===== config.mk =====
export PLATFORM = sky130hd
export DESIGN_NAME = cmos_capture
export DESIGN_NICKNAME = d
export VERILOG_FILES = /design/src/rtl/cmos_capture.sv
export SDC_FILE = /design/constraint.sdc
export NUM_CORES = 1
export LEC_CHECK = 0
export BUFFER_PORTS_ARGS = -buffer_cell sky130_fd_sc_hd__buf_2
export CAP_MARGIN = 20
export CORE_ASPECT_RATIO = 0.6
export CORE_MARGIN = 4
export CORE_UTILIZATION = 35
export CTS_CLUSTER_DIAMETER = 50
export DETAILED_ROUTE_END_ITERATION = 16
export PLACE_DENSITY = 0.54
export SLEW_MARGIN = 0
export SYNTH_ARGS = -nofsm -noshare
export SYNTH_HDL_FRONTEND = slang
export SYNTH_SLANG_ARGS = --single-unit

===== constraint.sdc =====
create_clock -name clk -period 6.1 [get_ports clk]
set_clock_uncertainty 0.1 [all_clocks]
set_input_delay 0.305 -clock clk [delete_from_list [all_inputs] [get_ports clk]]
set_output_delay 0.305 -clock clk [all_outputs]
set_load 0.1 [all_outputs]

===== src/rtl/cmos_capture.sv =====
// cmos_capture: holds the DVP byte stream off until the sensor configuration
// has finished and the unstable start-up frames have gone by, then pairs bytes
// into RGB565 pixels with frame/line markers and frame geometry checking.
module cmos_capture #(
  parameter int H_PIXELS    = 640,
  parameter int V_LINES     = 480,
  parameter int SKIP_FRAMES = 10
) (
  input  logic        clk,
  input  logic        rst_n,
  input  logic        cmos_finish,
  input  logic        cmos_vsync,
  input  logic        cmos_href,
  input  logic [7:0]  cmos_data,
  output logic [15:0] pix_data,
  output logic        pix_valid,
  output logic        frame_start,
  output logic        line_end,
  output logic        frame_end,
  output logic        frame_err,
  output logic        capturing
);

  typedef enum logic [1:0] {IDLE, SKIP, WAIT_VS, ACTIVE} state_t;

  // Wide enough to hold SKIP_FRAMES itself, and at least one bit when it is 0.
  localparam int SKIP_W = $clog2(SKIP_FRAMES + 2);
  localparam logic [SKIP_W-1:0] SKIP_LAST = SKIP_W'(SKIP_FRAMES - 1);
  localparam logic [10:0] H_EXP = 11'(H_PIXELS);
  localparam logic [9:0]  V_EXP = 10'(V_LINES);

  state_t state, state_nxt;

  logic              vs_d, hr_d;
  logic [7:0]        data_d;
  logic [SKIP_W-1:0] skip_cnt;
  logic              byte_sel;
  logic [7:0]        hi_byte;
  logic [10:0]       pix_cnt;
  logic [9:0]        line_cnt;
  logic              first_pending;

  logic              vs_rise, hr_fall, abort, pair_en, emit;
  logic              line_fall, frame_tick, enter_active;
  logic [10:0]       pix_cnt_inc;
  logic [9:0]        line_cnt_inc;

  // Single register stage on the sensor pins; edges are found by comparing pin to register.
  always_ff @(posedge clk or negedge rst_n) begin
    if (!rst_n) begin
      vs_d   <= 1'b0;
      hr_d   <= 1'b0;
      data_d <= 8'h00;
    end else begin
      vs_d   <= cmos_vsync;
      hr_d   <= cmos_href;
      data_d <= cmos_data;
    end
  end

  // State register.
  always_ff @(posedge clk or negedge rst_n) begin
    if (!rst_n) state <= IDLE;
    else        state <= state_nxt;
  end

  // Next state: a dropped cmos_finish pulls everything back to IDLE ahead of any other move.
  always_comb begin
    state_nxt = state;
    case (state)
      IDLE:    if (cmos_finish) state_nxt = (SKIP_FRAMES == 0) ? WAIT_VS : SKIP;
      SKIP:    if (enter_active) state_nxt = ACTIVE;
      WAIT_VS: if (enter_active) state_nxt = ACTIVE;
      ACTIVE:  state_nxt = ACTIVE;
      default: state_nxt = IDLE;
    endcase
    if (abort) state_nxt = IDLE;
  end

  // Decode of the events the datapath acts on; href during vsync is ignored entirely.
  always_comb begin
    vs_rise      = cmos_vsync & ~vs_d;
    hr_fall      = ~cmos_href & hr_d;
    abort        = (state != IDLE) & ~cmos_finish;
    pair_en      = (state == ACTIVE) & ~abort & hr_d & ~vs_d;
    emit         = pair_en & byte_sel;
    line_fall    = (state == ACTIVE) & ~abort & hr_fall & ~vs_d;
    frame_tick   = (state == ACTIVE) & ~abort & vs_rise;
    enter_active = ~abort & vs_rise &
                   (((state == SKIP) & (skip_cnt == SKIP_LAST)) | (state == WAIT_VS));
    pix_cnt_inc  = pix_cnt + {10'd0, emit};
    line_cnt_inc = (line_fall && line_cnt != 10'h3FF) ? line_cnt + 10'd1 : line_cnt;
  end

  assign capturing = (state == ACTIVE);

  // Byte pairing, strobes and geometry counters; line handling comes before the frame
  // check so a line ending on the vsync edge still belongs to the frame it closes.
  always_ff @(posedge clk or negedge rst_n) begin
    if (!rst_n) begin
      pix_data      <= 16'h0000;
      pix_valid     <= 1'b0;
      frame_start   <= 1'b0;
      line_end      <= 1'b0;
      frame_end     <= 1'b0;
      frame_err     <= 1'b0;
      skip_cnt      <= '0;
      byte_sel      <= 1'b0;
      hi_byte       <= 8'h00;
      pix_cnt       <= 11'd0;
      line_cnt      <= 10'd0;
      first_pending <= 1'b0;
    end else begin
      pix_valid   <= 1'b0;
      frame_start <= 1'b0;
      line_end    <= 1'b0;
      frame_end   <= 1'b0;
      if (abort || state == IDLE) begin
        skip_cnt      <= '0;
        byte_sel      <= 1'b0;
        pix_cnt       <= 11'd0;
        line_cnt      <= 10'd0;
        first_pending <= 1'b0;
      end else begin
        if (state == SKIP && vs_rise) skip_cnt <= skip_cnt + 1'b1;
        if (enter_active) begin
          line_cnt      <= 10'd0;
          pix_cnt       <= 11'd0;
          byte_sel      <= 1'b0;
          first_pending <= 1'b1;
        end
        if (pair_en) begin
          byte_sel <= ~byte_sel;
          if (!byte_sel) begin
            hi_byte <= data_d;
          end else begin
            pix_data  <= {hi_byte, data_d};
            pix_valid <= 1'b1;
            pix_cnt   <= pix_cnt_inc;
            if (first_pending) begin
              frame_start   <= 1'b1;
              first_pending <= 1'b0;
            end
          end
        end else begin
          byte_sel <= 1'b0;
        end
        if (line_fall) begin
          line_end <= 1'b1;
          line_cnt <= line_cnt_inc;
          pix_cnt  <= 11'd0;
          if (pix_cnt_inc != H_EXP) frame_err <= 1'b1;
        end
        if (frame_tick) begin
          frame_end <= 1'b1;
          if (line_cnt_inc != V_EXP) frame_err <= 1'b1;
          line_cnt      <= 10'd0;
          pix_cnt       <= 11'd0;
          byte_sel      <= 1'b0;
          first_pending <= 1'b1;
        end
      end
    end
  end

endmodule


# Yosys cells after proc, flatten, opt, wreduce, memory -nomap -nowiden
# Cells that the tools add are included.
word_totals:
  wordCells: 100
  inputBits: 13
  reg_bits: 68
  output_inout_bits: 22
classes:
  eq_ne: 9
  addsub: 3
  bitwise_logic: 20
  mux: 41
  n_reduce_logical: 11
ops:
  columns: ["op", "count"]
  rows:
  - ["$mux 11", 6]
  - ["$mux 10", 5]
  - ["$mux 1", 24]
  - ["$and 1x1->1", 13]
  - ["$add 11x1->11", 1]
  - ["$ne 11x10->1 const B", 1]
  - ["$add 10x1->10 const B", 1]
  - ["$ne 10x10->1 const B", 1]
  - ["$ne 10x9->1 const B", 1]
  - ["$mux 4", 2]
  - ["$mux 2", 3]
  - ["$not 1->1", 6]
  - ["$pmux 2 s3", 1]
  - ["$reduce_and 3->1", 2]
  - ["$add 4x1->4 const B", 1]
  - ["$eq 2x2->1 const B", 2]
  - ["$eq 4x4->1 const B", 1]
  - ["$reduce_bool 2->1", 2]
  - ["$reduce_bool 4->1", 1]
  - ["$ne 3x1->1 const B", 1]
  - ["$ne 3x3->1 const B", 1]
  - ["$eq 2x1->1 const B", 1]
  - ["$logic_and 1x1->1", 2]
  - ["$logic_not 2->1", 1]
  - ["other kinds (4)", 4]

# Depth between registers and ports, before layout
# Gate-level depths: netlist of run 1.
depth:
  depth_word: 13
  mapped_depth: 14
  mapped_depth_nobuf: 12

# Worst setup path after synthesis of run 1
# No wires, ideal clock.
synth_timing:
  path_type: "register -> register"
  startpoint: "register state[1]"
  endpoint: "register frame_err"
  period_less_slack_ns: 3.900
  path_stages_with_launch: 14
  required_ns: 5.875
  setup_slack_ns: 2.200
  setup_ns: 0.125
  path_buffers: 2
  t_arrival_ns: 3.675
  path_cell_list: "dfrtp_1 -> ha_1 -> and3b_2 -> nand2_1 -> inv_1 -> clkbuf_1 -> ha_1 -> ha_1 -> clkbuf_1 -> xnor2_1 -> nand3_1 -> a2111oi_0 -> o2111ai_1 -> a211o_1"
synth_between:
  word_cells_on_any_way: 22
  cone_classes: "1 x add/sub; 3 x eq/ne; 5 x mux; 9 x bitwise; 4 x reduce/logical"
synth_lines:
  columns: ["item", "line", "text"]
  rows:
  - ["start: declaration", "32", "state_t state, state_nxt;"]
  - ["start signal: assignment", "64", "else state <= state_nxt;"]
  - ["$eq 2x2->1 *", null, null]
  - ["via capturing", "21", "output logic capturing"]
  - ["$and 1x1->1 *", "85, 87, 88", null]
  - ["$and 1x1->1 (2 in a row)", "85", "pair_en = (state == ACTIVE) & ~abort & hr_d & ~vs_d;"]
  - ["$and 1x1->1", "86", "emit = pair_en & byte_sel;"]
  - ["$add 11x1->11", "91", "pix_cnt_inc = pix_cnt + {10'd0, emit};"]
  - ["$ne 11x10->1", "152", "if (pix_cnt_inc != H_EXP) frame_err <= 1'b1;"]
  - ["$mux 1", "152", null]
  - ["$mux 1", "148", "if (line_fall) begin"]
  - ["$mux 1", "156", "if (line_cnt_inc != V_EXP) frame_err <= 1'b1;"]
  - ["$mux 1 *", "154", "if (frame_tick) begin"]
  - ["end signal: assignment", "106", "frame_err <= 1'b0;"]
  - ["end signal: assignment", "152", null]
  - ["end signal: assignment", "156", null]
  - ["end: declaration", "20", "output logic frame_err,"]
# The timed path passes the listed nets; every way through them passes the cells marked *.
# A chain may end at the register's enable or synchronous reset.

# Worst setup path in the final report of run 1
layout_timing:
  startpoint: "register state[0]"
  endpoint: "register frame_err"
layout_between:
  elab_chain_cells: 13
  word_cells_on_any_way: 22
  cone_classes: "1 x add/sub; 3 x eq/ne; 5 x mux; 9 x bitwise; 4 x reduce/logical"
layout_rtl:
  columns: ["item", "line", "text"]
  rows:
  - ["$reduce_bool 2->1", "84", "abort = (state != IDLE) & ~cmos_finish;"]
  - ["$and 1x1->1", "84", null]
  - ["$not 1->1", "85, 87, 88", null]
  - ["$and 1x1->1", "85, 87, 88", null]
  - ["$and 1x1->1 (2 in a row)", "85", null]
  - ["$and 1x1->1", "86", null]
  - ["$add 11x1->11", "91", null]
  - ["$ne 11x10->1", "152", null]
  - ["$mux 1", "152", null]
  - ["$mux 1", "148", null]
  - ["$mux 1", "156", null]
  - ["$mux 1", "154", null]
# Parallel ways exist; a longest one is shown, timed or not.

==> results of run 1 <==
[Yosys cell counts (2+ instances only)]
master     count  share of area, %
nor3_1         7               1.1
o21ai_0       22               3.4
and2_0         2              0.38
clkbuf_1       9               1.0
nand3_1       15               2.3
and3_1         6               1.1
inv_1          7              0.80
o211ai_1       2              0.46
xnor2_1        3              0.80
mux2_2         9               3.1
o2111ai_1      2              0.53
nand4_1        3              0.57
nand2_1       80               9.1
and3b_2        2              0.61
and4b_1        2              0.61
and2_1         5              0.95
or3_1          3              0.57
a211oi_1       2              0.46
a31oi_1        5              0.95
xor2_1         6               1.6
nor2b_1        2              0.38
dfrtp_1       68                52
ha_1          10               3.8
a21oi_1       19               2.9
nor2_1        29               3.3
[layout make-up]
class | instances | area [um^2]
inverters | 8 | 30.0
clock inverters | 7 | 81.3
repair buffers | 43 | 258
fillers | 892 | 5190
clock buffers | 9 | 225
well taps | 130 | 163
multi-input cells | 259 | 1500
flip-flops and latches | 68 | 1700
[power breakdown]
group          internal (mW)  leakage [nW]  switching (mW)  total, mW
clock                  0.323         0.147           0.204      0.526
combinational         0.0637         0.845           0.152      0.216
sequential             0.487         0.914          0.0235      0.510
[metal layers]
| metal | vias to the layer above | routed length (um) |
|---|---|---|
| met3 | 10 | 273 |
| met1 | 1235 | 3990 |
| met5 | - | 0 |
| met4 | 0 | 117 |
| met2 | 47 | 2720 |
| li1 | 1281 | - |
[placed cells by master (no fill, tap or decap), types with 2 or more instances in the layout]
cell type	instances
nor2b_1	2
a211oi_1	2
a31oi_1	5
xnor2_1	3
and3_1	6
mux2_2	9
inv_6	4
ha_1	10
and2_1	5
and4b_1	2
nand2_1	80
nand4_1	3
buf_2	34
xor2_1	6
dfrtp_1	68
a21oi_1	19
o2111ai_1	2
inv_1	7
or3_1	3
dlygate4sd3_1	8
and3b_2	2
and2_0	2
clkbuf_16	9
nor3_1	7
nand3_1	15
o21ai_0	22
o211ai_1	2
nor2_1	29
[worst reg2reg max path: cells and delay by family, from the launching register on]
family	cells	cell delay, ns
and+or+nand+nor	4	1.16
adders and majority gates	2	0.60
buffers and inverters	2	0.44
AOI/OAI and AO/OA	4	1.25
DFF	1	0.39
[final timing paths]
| check | from | to | slack [ns] | cells after the start |
|---|---|---|---|---|
| worst min-delay path | cmos_vsync | vs_d | 0.02 | 1 |
| min in group asynchronous | rst_n | line_cnt[4] | 0.05 | 2 |
| worst max register to register | state[0] | frame_err | 2.05 | 12 |
| worst max-delay path | state[0] | frame_err | 2.05 | 12 |
| max in group asynchronous | rst_n | data_d[0] | 5.26 | 2 |
| worst min register to register | data_d[1] | pix_data[1] | 0.36 | 2 |
[metrics by stage]
step | power, mW | hold slack [ns] | std cells
floorplan | 0.677 | -0.0906 | 346
global placement | 0.727 | 0.313 | 500
detailed placement | 0.731 | 0.314 | 500
CTS | 1.27 | 0.000728 | 524
global route | 1.32 | 0.00831 | 524
finish | 1.25 | 0.0192 | 524
[cell families after synthesis]
kind of cell / Yosys count / synth area share [%]
AO/OA/AOI/OAI: 62 / 11.8
XOR/XNOR: 9 / 2.40
adder cells (fa/ha/maj): 10 / 3.81
buffers and inverters: 19 / 2.40
flip-flops: 68 / 51.8
multiplexers: 9 / 3.09
AND/OR/NAND/NOR: 169 / 24.7
[flip-flops by register name, indices dropped and copies added, names as in the netlist, 2 cells and up]
name      count
pix_data     16
pix_cnt      11
line_cnt     10
data_d        8
hi_byte       8
skip_cnt      4
state         2
[what timing repair did]
item	in CTS	in global routing
hold endpoints to repair	8	0
hold buffers	8	0
setup buffers	0	0
==> key figures, run 1 <==
Run status
  – Run status: finished clean

Floorplan
  – Rows: 27
  – Die width: 133 um
  – Core ar.: 9160 um^2
  – Starting density of the core: 35.9%
  – Die span in y: ~83 um
  – Ports: 35
  – Die Area: 11000 um^2

Yosys
  – Synth Instances: 346
  – Syn_area_per_cell: 9.49 um^2
  – #FFs+latches synth: 68
  – FFs w/ async S/R, synth: 100%
  – Synth warn: 0
  – EDFF count, synth: 0
  – Number of distinct library cells after synthesis: 51
  – Register area share after synthesis: 51.8%
  – Syn Nets: roughly 370
  – Synth Flop Type: dfrtp_1
  – Synthesized area: 3280 um^2

Worst hold path
  – Hold crit path type: in -> reg

Routing
  – Initial DRT Pass Iterations: 4
  – DR WL/cell: 13.6 um
  – DRT iter0 DRCs: 146
  – Total wire length: ~7100 um
  – Vias per Instance: 4.91
  – DRC viols: 0
  – Routed vias: roughly 2600
  – Final ANT Viol Nets: 0

Setup path
  – Highest-delay cell along the critical path: a2111oi_0
  – Critical Path RT: ~6.2 ns
  – Critical Path End Type: register
  – Crit Path Max Fanout: 16
  – Worst setup path class: reg -> reg
  – Delay-heaviest family, CP: compound AO/OA/AOI/OAI gates
  – Critical path buffers and inverters: 2
  – Crit path largest cell delay: around 0.54 ns
  – Worst path cell trace: inv_1 > ha_1 > o21a_1 > nand2_1 > inv_1 > ha_1 > and2_0 > and2_1 > or3_1 > a2111oi_0 > o2111ai_1 > a211o_1
  – Critical Path AT: 4.16 ns
  – Startpoint class of the critical path: register

Global route
  – Met3 Resource Use GR: 4.30%
  – Antenna violations before repair: 0
  – Global routing's busiest layer: met1
  – GRT Overall Usage: 14.3%
  – Largest net degree at the start of global routing: just under 70
  – First-pass GRT wire length: roughly 13000 um
  – Met2 Track Usage GR: 18.4%
  – M1 GR Usage: 22.1%
  – GR Overflow Total: 0
  – Vias in the first global route: 2471

Final layout
  – Utilization after layout: between 40% and 50%
  – Design Area, Final: 3960 um^2
  – Ant diodes: 0
  – Area growth syn-to-layout: 20.7%
  – Layout cell share with drive strength beyond 1: 17.3%
  – Final net count: between 400 and 500

Pwr
  – Max rail drop VDD: approximately 0.12 mV
  – Pleak: 1.91 nW
  – Pwr dens: 316 nW/um^2

Clock network
  – Maximum root-to-sink buffer count: 2
  – Clock transition at path regs: around 0.060 ns
  – Root Driver: clkbuf_16
  – CTS tree: built
  – Skew-Pair Late Insertion Delay: between 0.3 and 0.4 ns
  – H-tree Lvls: 3
  – Post-CTS sizing: 0
  – Clock sinks: 68
  – Cts bufs inserted: 9

Place
  – Post-DP Area: 3570 um^2
  – Post-place setup slack: between 2 and 2.5 ns
  – PortBufs: 34
  – Post-DP HPWL: 5030 um
  – Routability cong.: 0.870

Timing
  – Worst Tran Pin Value: 0.869 ns
  – Final Hold Fails: 0
  – Final Max Tran Viols: 0
  – Min Tclk post-route: 4.05 ns
  – Unrepaired setup endpoints after global routing: false
  – Fmax: 247 MHz
  – Fin crit share: roughly 66%
  – Setup-failing EPs final: 0
  – Final WS setup: 2.05 ns
  – Worst slew margin: 42.1%
  – Setup_tns: 0 ns

Job
  – # Max-Cap Violations: 0
(Power assumes the default switching activity.)
==> run 2: changes to the inputs <==
--- a/config.mk
+++ b/config.mk
@@ -12,7 +12,7 @@
 export CORE_UTILIZATION = 35
 export CTS_CLUSTER_DIAMETER = 50
 export DETAILED_ROUTE_END_ITERATION = 16
-export PLACE_DENSITY = 0.54
+export PLACE_DENSITY = 0.56
 export SLEW_MARGIN = 0
 export SYNTH_ARGS = -nofsm -noshare
 export SYNTH_HDL_FRONTEND = slang
==> constraint.sdc (replaced) <==
create_clock -name clk -period 3.57 [get_ports clk]
set_clock_uncertainty 0.1 [all_clocks]
set_input_delay 0.1785 -clock clk [delete_from_list [all_inputs] [get_ports clk]]
set_output_delay 0.1785 -clock clk [all_outputs]
set_load 0.1 [all_outputs]
==> run 2 against run 1 <==
Sequential share of layout area shrank 0.75 points; non-clock buffer count grew 8; critical path type unchanged; routed wire length grew 6.8%; cell count grew 1.5%; first-iteration DRC count grew 11%; utilization grew 0.77 points; fmax grew 24%; critical path depth is the same; sequential power grew 71%; flip-flop and latch count is the same.
==> key figures, run 2 (synthesized netlist as in run 1, its figures left out) <==
Setup path
  – Critical Path End Type: register
  – Crit Path Max Fanout: 7 (-9)
  – Register-to-Register Path Depth: 12 (unchanged)
  – Worst setup path class: reg -> reg
  – Critical Path RT: 3.69 ns (-2.52 ns)
  – Critical Path AT: 3.40 ns (-0.76 ns)
  – Startpoint class of the critical path: register

Place
  – Post-place setup slack: 0.296 ns (-1.79 ns)
  – Post-DP HPWL: 5350 um (+6.3%)
  – PortBufs: 34 (unchanged)
  – Routability cong.: 0.886 (+1.9%)

Pwr
  – Pleak: 1.94 nW (+1.7%)
  – Sw Pwr: 0.666 mW (+76%)
  – Clk network pwr share: 41.9% (about the same)
  – Combinational share of power: 17.7% (+0.5 points)
  – Internal power: 1.50 mW (+72%)
  – Max rail drop VDD: 0.212 mV (+78%)
  – Sw frac: 30.8% (+0.49 points)
  – Pwr dens: 537 nW/um^2 (+70%)
  – Final Total Pwr: 2.17 mW (+73%)
  – Sequential share of power: 40.3% (-0.5 points)

Global route
  – First-pass GRT wire length: 13200 um (+4.5%)
  – Vias in the first global route: 2598 (+5.1%)
  – GR Overflow Total: 0 (unchanged)
  – Antenna violations before repair: 0 (unchanged)
  – GRT Overall Usage: 14.9% (+0.61 points)
  – Largest net degree at the start of global routing: 37 (-46%)

Routing
  – Final ANT Viol Nets: 0 (unchanged)
  – Vias per Instance: 4.91 (about the same)
  – Total wire length: 7590 um (+6.8%)
  – DRT iter0 DRCs: 162 (+11%)
  – DR WL/cell: 14.3 um (+5.2%)
  – DRC viols: 0 (unchanged)
  – Routed vias: 2612 (+1.5%)
  – Initial DRT Pass Iterations: 4 (unchanged)

Worst hold path
  – Hold path depth: 2 (+1)
  – Hold crit path type: in -> reg

Final layout
  – Storage element area: 1700 um^2 (unchanged)
  – Max reg flops: 16 (unchanged)
  – Commonest cells after routing, fill and taps aside: nand2_1 (80), dfrtp_1 (68), buf_2 (34)
  – Layout cell share with drive strength beyond 1: 18.4% (+1.1 points)
  – Largest Register: pix_data
  – Area growth syn-to-layout: 22.8%
  – Multi-input logic area: 1510 um^2 (+0.17%)
  – Final net count: 420 (+1.9%)
  – Fill count: 890 (-0.22%)
  – Largest registers: pix_data: 16 flops, pix_cnt: 11 flops, line_cnt: 10 flops
  – Commonest non-fill, non-tap cell in the layout: nand2_1
  – Ant diodes: 0 (unchanged)

Floorplan
  – Die span in y: 83.0 um (unchanged)
  – Die width: 133 um (unchanged)
  – Ports: 35 (unchanged)
  – Core ar.: 9160 um^2 (unchanged)
  – Die Area: 11000 um^2 (unchanged)
  – Rows: 27 (unchanged)
  – Starting density of the core: 35.9% (unchanged)

Timing
  – Setup-failing EPs final: 0 (unchanged)
  – Final WS setup: 0.291 ns (-1.76 ns)
  – Worst Tran Pin Value: 0.764 ns (-0.105 ns)
  – Final Max Tran Viols: 0 (unchanged)
  – Min Tclk post-route: 3.28 ns (-0.774 ns)
  – Hold Slack: 0.0923 ns (+0.0731 ns)
  – Fmax: 305 MHz (+24%)
  – Setup_tns: 0 ns (unchanged)
  – Fin crit share: 91.8% (+25 points)
  – Unrepaired setup endpoints after global routing: false
  – Final Hold Fails: 0 (unchanged)
  – Worst slew margin: 49.0% (+7.0 points)

Job
  – # Max-Cap Violations: 0 (unchanged)

Clock network
  – H-tree Lvls: 3 (unchanged)
  – Cts bufs inserted: 9 (unchanged)
  – Maximum root-to-sink buffer count: 2 (unchanged)
  – Skew-Pair Late Insertion Delay: 0.34 ns (about the same)
  – CTS tree: built
  – Post-CTS sizing: 0 (unchanged)
  – Clock sinks: 68 (unchanged)
  – Root Driver: clkbuf_16
  – Post-CTS setup repair buffer count: 0 (unchanged)
  – Clock transition at path regs: 0.06 ns (about the same)

Run status
  – Run status: finished clean
[run 2: what timing repair did]
| item | CTS | global route |
|---|---|---|
| endpoints found under the hold margin | 42 | 0 |
| hold buffers | 11 | 0 |
| endpoints found under the setup margin | 0 | 0 |
[run 2: worst paths after layout]
path,from,slack (ns),to
max in group asynchronous,rst_n,2.04,data_d[5]
worst max register to register,state[0],0.29,frame_err
worst min-delay path,cmos_finish,0.09,state[1]
worst max-delay path,state[0],0.29,frame_err
worst min register to register,hi_byte[4],0.36,pix_data[12]
min in group asynchronous,rst_n,0.36,line_cnt[3]
[run 2: metal layers]
layer  track usage [%]  share of wire (%)
met5                 0                  0
met4              4.72               0.84
met3              4.60                5.2
met2              20.0                 41
met1              22.5                 53
[run 2: final cells by class]
cell class                 count  area share (%)
clock buffer                   9            5.59
clock inverter                 7            2.02
tap                          130            4.03
multi-input combinational    259            37.3
sequential                    68            42.2
timing repair buffer          51            8.07
inverter                       8           0.745
[run 2: worst max-delay path: stages (launching register included)]
cell and delay, ns:
dfrtp_1 0.40, inv_1 0.11, ha_1 0.31, o21a_1 0.20, nand2_1 0.08, inv_1 0.06, ha_1 0.21, and2_0 0.25
and2_1 0.21, or3_1 0.31, a2111oi_0 0.45, o2111ai_1 0.18, a211o_1 0.32
[run 2: power by group through the flow]
stage	registers [mW]	clock network (mW)	logic (mW)
finish	0.873	0.909	0.384
global route	0.883	0.976	0.427
CTS	0.874	0.932	0.387
detailed placement	0.888	0	0.377
global placement	0.884	0	0.368
floorplan	0.938	0	0.220
[run 2: per-stage QoR]
stage	util [%]	std cells	cell area (um^2)
2_1_floorplan	-	346	3290
3_3_place_gp	39.5	505	3610
3_5_place_dp	39.5	505	3610
4_1_cts	44.0	532	4030
5_1_grt	44.0	532	4030
6_report	44.0	532	4030
